`src/rtl/regfile_mp.sv`:
```
`default_nettype none
// ============================================================================
//  Module      : regfile_mp
//  Description : Parametrised multi-port register file with two prioritised
//                write ports, optional write-to-read bypass, optional hardwired
//                zero entry and a post-reset clear sequencer.
//  Revision    : 1.0 - initial release
// ============================================================================
module regfile_mp #(
    parameter int DATA_W   = 32,
    parameter int ADDR_W   = 5,
    parameter int NREAD    = 2,
    parameter int ZERO_REG = 1,
    parameter int BYPASS   = 1
) (
    input  logic                      clk,
    input  logic                      rst,
    input  logic [NREAD*ADDR_W-1:0]   ra,
    output logic [NREAD*DATA_W-1:0]   rdata,
    input  logic                      we0,
    input  logic [ADDR_W-1:0]         wa0,
    input  logic [DATA_W-1:0]         wd0,
    input  logic                      we1,
    input  logic [ADDR_W-1:0]         wa1,
    input  logic [DATA_W-1:0]         wd1,
    output logic                      ready
);

    localparam int              C_DEPTH    = 2**ADDR_W;
    localparam logic [0:0]      C_ST_CLEAR = 1'b0;
    localparam logic [0:0]      C_ST_RUN   = 1'b1;
    localparam logic [ADDR_W:0] C_CNT_LAST = (ADDR_W+1)'(C_DEPTH-1);
    localparam logic [ADDR_W:0] C_CNT_ONE  = (ADDR_W+1)'(1);

    logic [0:0]        state_q, state_d;
    logic [ADDR_W:0]   cnt_q,   cnt_d;
    logic [DATA_W-1:0] mem_q [C_DEPTH];
    logic [DATA_W-1:0] mem_d [C_DEPTH];

    logic w_run;
    logic w_wr0;
    logic w_wr1;

    // ------------------------------------------------------------------
    // State register
    // ------------------------------------------------------------------
    always_ff @(posedge clk) begin
        state_q <= state_d;
        cnt_q   <= cnt_d;
    end

    // ------------------------------------------------------------------
    // Next-state logic
    // ------------------------------------------------------------------
    always_comb begin
        state_d = state_q;
        cnt_d   = cnt_q;
        if (rst) begin
            state_d = C_ST_CLEAR;
            cnt_d   = '0;
        end else if (state_q == C_ST_CLEAR) begin
            cnt_d = cnt_q + C_CNT_ONE;
            if (cnt_q == C_CNT_LAST) begin
                state_d = C_ST_RUN;
            end
        end
    end

    // ------------------------------------------------------------------
    // Output logic: a reset in flight hides the array immediately
    // ------------------------------------------------------------------
    always_comb begin
        w_run = (state_q == C_ST_RUN) && !rst;
        ready = w_run;
    end

    // Writes to a hardwired-zero entry are discarded before reaching storage
    always_comb begin
        w_wr0 = we0 && !((ZERO_REG != 0) && (wa0 == '0));
        w_wr1 = we1 && !((ZERO_REG != 0) && (wa1 == '0));
    end

    // ------------------------------------------------------------------
    // Storage update; port 1 is applied last so it wins a collision
    // ------------------------------------------------------------------
    always_comb begin
        mem_d = mem_q;
        if (!rst) begin
            if (state_q == C_ST_CLEAR) begin
                mem_d[cnt_q[ADDR_W-1:0]] = '0;
            end else begin
                if (w_wr0) begin
                    mem_d[wa0] = wd0;
                end
                if (w_wr1) begin
                    mem_d[wa1] = wd1;
                end
            end
        end
    end

    always_ff @(posedge clk) begin
        mem_q <= mem_d;
    end

    // ------------------------------------------------------------------
    // Asynchronous read ports
    // ------------------------------------------------------------------
    for (genvar gi = 0; gi < NREAD; gi++) begin : g_read
        logic [ADDR_W-1:0] w_ra;
        logic [DATA_W-1:0] w_rd;

        assign w_ra = ra[gi*ADDR_W +: ADDR_W];

        always_comb begin
            w_rd = mem_q[w_ra];
            if (!w_run) begin
                w_rd = '0;
            end else if ((ZERO_REG != 0) && (w_ra == '0)) begin
                w_rd = '0;
            end else if ((BYPASS != 0) && we1 && (wa1 == w_ra)) begin
                w_rd = wd1;
            end else if ((BYPASS != 0) && we0 && (wa0 == w_ra)) begin
                w_rd = wd0;
            end
        end

        assign rdata[gi*DATA_W +: DATA_W] = w_rd;
    end

endmodule
`default_nettype wire

```
`config.mk`:
```
export PLATFORM = sky130hd
export DESIGN_NAME = regfile_mp
export DESIGN_NICKNAME = d
export VERILOG_FILES = /design/src/rtl/regfile_mp.sv
export SDC_FILE = /design/constraint.sdc
export NUM_CORES = 2
export LEC_CHECK = 0
export ABC_AREA = 0
export CAP_MARGIN = 20
export CORE_MARGIN = 4
export CORE_UTILIZATION = 30
export DETAILED_ROUTE_END_ITERATION = 10
export PLACE_DENSITY = 0.49
export SETUP_SLACK_MARGIN = 0.5
export SYNTH_ARGS = -nofsm -noshare
export SYNTH_HDL_FRONTEND = slang
export SYNTH_SLANG_ARGS = --single-unit
```
`constraint.sdc`:
```
create_clock -name clk -period 23.3 [get_ports clk]
set_input_delay 3.495 -clock clk [delete_from_list [all_inputs] [get_ports clk]]
set_output_delay 3.495 -clock clk [all_outputs]
set_load 0.02 [all_outputs]
```
# Word level (Yosys, flattened, before mapping)
# Index checks and enable logic that the tools add are counted.
dict set report op_classes {
  addsub 1
  mul 0
  n_div 0
  order_cmp 8
  eq_ne 5
  shifts 0
  mux 29
  n_bitwise 7
  n_reduce_logical 17
}
# operator count
set op_table {}
lappend op_table {{1024-bit two-way mux} 5}
lappend op_table {{1024-bit bitwise mux} 2}
lappend op_table {{1024-bit AND} 1}
lappend op_table {{1024-bit NOT} 1}
lappend op_table {{32-bit demux with 5-bit select} 3}
lappend op_table {{32-bit two-way mux} 15}
lappend op_table {{32-bit binary-select mux with 5-bit select} 2}
lappend op_table {{6-bit >= comparator (second input constant)} 5}
lappend op_table {{5-bit NOT with 6-bit output} 5}
lappend op_table {{5-bit == test} 4}
lappend op_table {{5-bit logical NOT} 4}
lappend op_table {{6-bit by 1-bit < comparator with 1-bit output (second input constant)} 3}
lappend op_table {{1-bit logical AND} 10}
lappend op_table {{6-bit by 1-bit adder with 6-bit output (second input constant)} 1}
lappend op_table {{6-bit by 5-bit == test with 1-bit output (second input constant)} 1}
lappend op_table {{1-bit logical NOT} 3}
lappend op_table {{1-bit two-way mux} 2}
dict set report word_totals {
  register_bits 1031
  latch_bits 0
  ram_bits 0
  romBits 0
  inputBits 88
  out_inout_bits 65
  wordCells 101
  n_memories 0
}

# Longest topological paths before layout
dict set report logic_depth {
  word_depth 12
  depth_mapped 9
  ltp_nobuf 6
}

# Worst setup path after synthesis
# No wires, ideal clock.
dict set report synth_timing {
  path_type {input to register}
  start {input rst}
  end {register mem_q[0] (netlist name) (enable)}
  setup_ns 1.365
  t_arrival_ns 23.419
  required_ns 21.935
  path_slack_ns -1.483
  path_stages 2
  path_buffers 1
  cell_sequence {buf_2 > inv_1}
}
# item line
set synth_lines {}
lappend synth_lines {{start, declared} 17} ;# input logic rst,
lappend synth_lines {{end signal, assigned} 103} ;# mem_q <= mem_d;
lappend synth_lines {{end, declared} 37} ;# logic [DATA_W-1:0] mem_q [C_DEPTH];
# No word-level cell between the ends.

# Worst setup path in the final report
dict set report layout_timing {
  start {input ra[2]}
  end {output rdata[20]}
}
dict set report layout_between {
  elab_chain_cells 8
  elab_cells_between_ends 13
  classes_between {eq/ne: 2; mux: 7; bitwise: 1; reduce/logical: 3}
}
# item line
set layout_rtl {}
lappend layout_rtl {{start, declared} 18} ;# input logic [NREAD*ADDR_W-1:0] ra,
lappend layout_rtl {{5-bit NOT with 6-bit output (not written as such)} 116} ;# w_rd = mem_q[w_ra];
lappend layout_rtl {{32-bit binary-select mux with 5-bit select} 116}
lappend layout_rtl {{32-bit two-way mux (not written as such) (2 in a row)} 116}
lappend layout_rtl {{32-bit two-way mux} 123} ;# end else if ((BYPASS != 0) && we0 && (wa0 == w_ra)) begin
lappend layout_rtl {{32-bit two-way mux} 121} ;# end else if ((BYPASS != 0) && we1 && (wa1 == w_ra)) begin
lappend layout_rtl {{32-bit two-way mux *} 119} ;# end else if ((ZERO_REG != 0) && (w_ra == '0)) begin
lappend layout_rtl {{32-bit two-way mux *} 117} ;# if (!w_run) begin
lappend layout_rtl {{end, declared} 19} ;# output logic [NREAD*DATA_W-1:0] rdata,
# Every way passes the cells marked *; elsewhere a longest branch is shown, timed or not. The select of a mux whose other input is x is not followed.

==> impl_metrics.toml <==
[timing]
hold_violations = 0
timing.final.crit_share = 0.543
setup-tns-final_ns = 0
slew_headroom = 0.175
maxSlewViolCount = 0
grt_setup_unrepaired = "no"
finClkSkew_ns = 0.0203
max_freq_mhz = 79.1
setup_viol = 0
worst_pin_slew_ns = 1.24
fin_crit_ns = 12.65

[synth]
ys_top_cells_by_area = "edfxtp_1, mux4_2, mux2i_1"
synth_most_common_cell = "edfxtp_1"
synth.distinct_cells = 60
synth.top_cell.area_share = 0.386
synth-seq-area-share = 0.387
synth_top_cell_by_area = "edfxtp_1"
syn_inst = 7551
yosys_register_bits = 1031
synth_edf_count = 1024
async_flop_share = 0
avgSynthCellArea_um2 = 10.6
ys.flop_type = "edfxtp_1"
ys_warn_count = 0
synth_commonest_cells = "edfxtp_1, mux2i_1, a22o_1, clkbuf_1, a21oi_1"
synth_nets = 7643
synthesis.area_mm2 = 0.0798

[clock_network]
cts_root_buffer = "clkbuf_16"
cts_buffer_depth = 3
cts_tree = "built"
postCtsResizedCells = 0
cts_hold_buf = 0
htree_num_levels = 4
cts.clk_slew.worst_paths_ns = 0.06
clkSinkCount = 1031
worstSkewPairLatency_ns = 0.80
postCtsSetupBuffers = 0
numCtsBuffers = 130

[setup_path]
cp.arrival_ns = 9.15
cpMaxStageDelayCell = "a22oi_1"
worst_setup_path_end_kind = "primary output"
cpPeakStageDelay_ns = 0.97
worstPathMaxFanout = 108
worstPathCellList = "buf_8 > buf_12 > buf_4 > mux4_2 > a22oi_1 > nand2_1 > o22ai_1 > o21ai_0 > clkdlybuf4s50_1"
critPathKind = "input pin to primary output"
critPathRequiredTime_ns = 19.81
ff2ff_path_depth = 6
start_kind = "input pin"

[routing]
drc_errors = 0
wl_per_cell_um = 36.7
ant_nets = 0
finalWirelength_um = 393000
drt-pass1-iter-count = 6
drt_iter0_markers = 11900
via_per_inst = 6.68
via_count = 71600

[worst_hold_path]
hold_depth = 3
hp-class = "flop to flop"

[layout]
drive_above_1_share = 0.150
num-nets-final = 7175
postLayoutCoreUtil = 0.332
area_growth_syn_to_layout_pct = 10.2
final_cells = 10700

[grt]
gr-usage-all-layers = 0.275
antenna_found_initial = 35
grt_pass1_wl_um = 541000
grt_max_degree = 151
first_global_vias = 65000
gr-total-overflow = 0

[die]
dieArea_mm2 = 0.274
rows = 189
start_util = 0.301
die_y_um = 524
core-area_mm2 = 0.265
fp.dieW_um = 524
io_pins = 153

[place]
dpl.cell_count = 10500
gp_congestion = 0.933
dp_hpwl_um = 227000
io_buffers = 152

[pwr]
ir_drop_v = 0.0000470
p_comb_frac = 0.175
p_sw_mw = 1.58
power_frac_clock = 0.389
seqPwrFrac = 0.436
p_sw_frac = 0.300
leakagePower_nw = 31.8
p_int_mw = 3.70
power_density_mw_per_mm2 = 60.1

[flow_run]
max_cap_violations = 0

[outcome]
status = "finished, final reports clean"
power by group through the flow:
| stage | sequential [mW] | clock, mW | combinational (mW) |
|---|---|---|---|
| floorplan | 2.34 | 0 | 0.587 |
| global placement | 2.33 | 0 | 0.873 |
| detailed placement | 2.34 | 0 | 0.889 |
| CTS | 2.30 | 2.06 | 0.891 |
| global route | 2.32 | 2.13 | 0.956 |
| finish | 2.30 | 2.05 | 0.924 |
final cells by class:
type                    count  area, µm²
multi-input cells        5476      45100
inverters                  38        146
well taps                3533       4420
repair buffers            406       3340
diodes                     10       25.0
fillers                 26300     177000
clock inverters            57        440
flip-flops and latches   1031      30900
clock buffers             169       3570
critical path, delay by kind of cell:
kind	cells	cell delay, ns
multiplexers	1	0.42
buffers and inverters	4	2.52
AO/OA/AOI/OAI	3	1.70
AND/OR/NAND/NOR	1	0.24
cells in the final DEF (no fill, tap or decap), drive strengths merged, types with 146 or more instances in the layout:
master / n
clkbuf: 170
buf: 303
mux2i: 944
edfxtp: 1024
a21oi: 607
o21ai: 507
mux4: 481
nor2: 572
a22o: 905
a22oi: 146
nand2: 561
per-stage QoR:
step	power (mW)	area, µm²	setup slack [ns]	hold slack [ns]
after floorplan	2.93	79800	3.83	0.506
after global placement	3.20	83800	10.77	0.527
after detailed placement	3.23	83800	10.71	0.541
after CTS	5.25	87800	10.71	0.559
after global routing	5.40	87900	10.41	0.582
final	5.28	87900	10.65	0.558
final timing paths:
kind	slack, ns	endpoint	start
worst max register to register	18.85	mem_q[947]	state_q
worst max-delay path	10.65	rdata[20]	ra[2]
worst min-delay path	0.56	cnt_q[5]	cnt_q[5]
worst min register to register	0.56	cnt_q[5]	cnt_q[5]
registers in the layout, indices dropped and copies added, names as in the netlist:
name,flops
cnt_q,6
mem_q,1024
state_q,1
cells by family (layout without fill, tap and decap cells):
kind of cell,Yosys count,in the layout,synth area share
AO/OA/AOI/OAI,2597,2597,0.223
multiplexers,1426,1426,0.254
AND/OR/NAND/NOR,1424,1424,0.0753
buffers and inverters,1044,670,0.0564
flip-flops,1031,1031,0.387
XOR/XNOR,25,25,0.00275
adder cells (fa/ha/maj),4,4,0.000628
other,0,10,0
routing by layer:
layer	wire length [µm]	global-route usage
met5	459	0.00329
met4	20200	0.123
met3	56300	0.0998
met2	165000	0.392
met1	151000	0.372
Power figures use the tool's default switching activity.
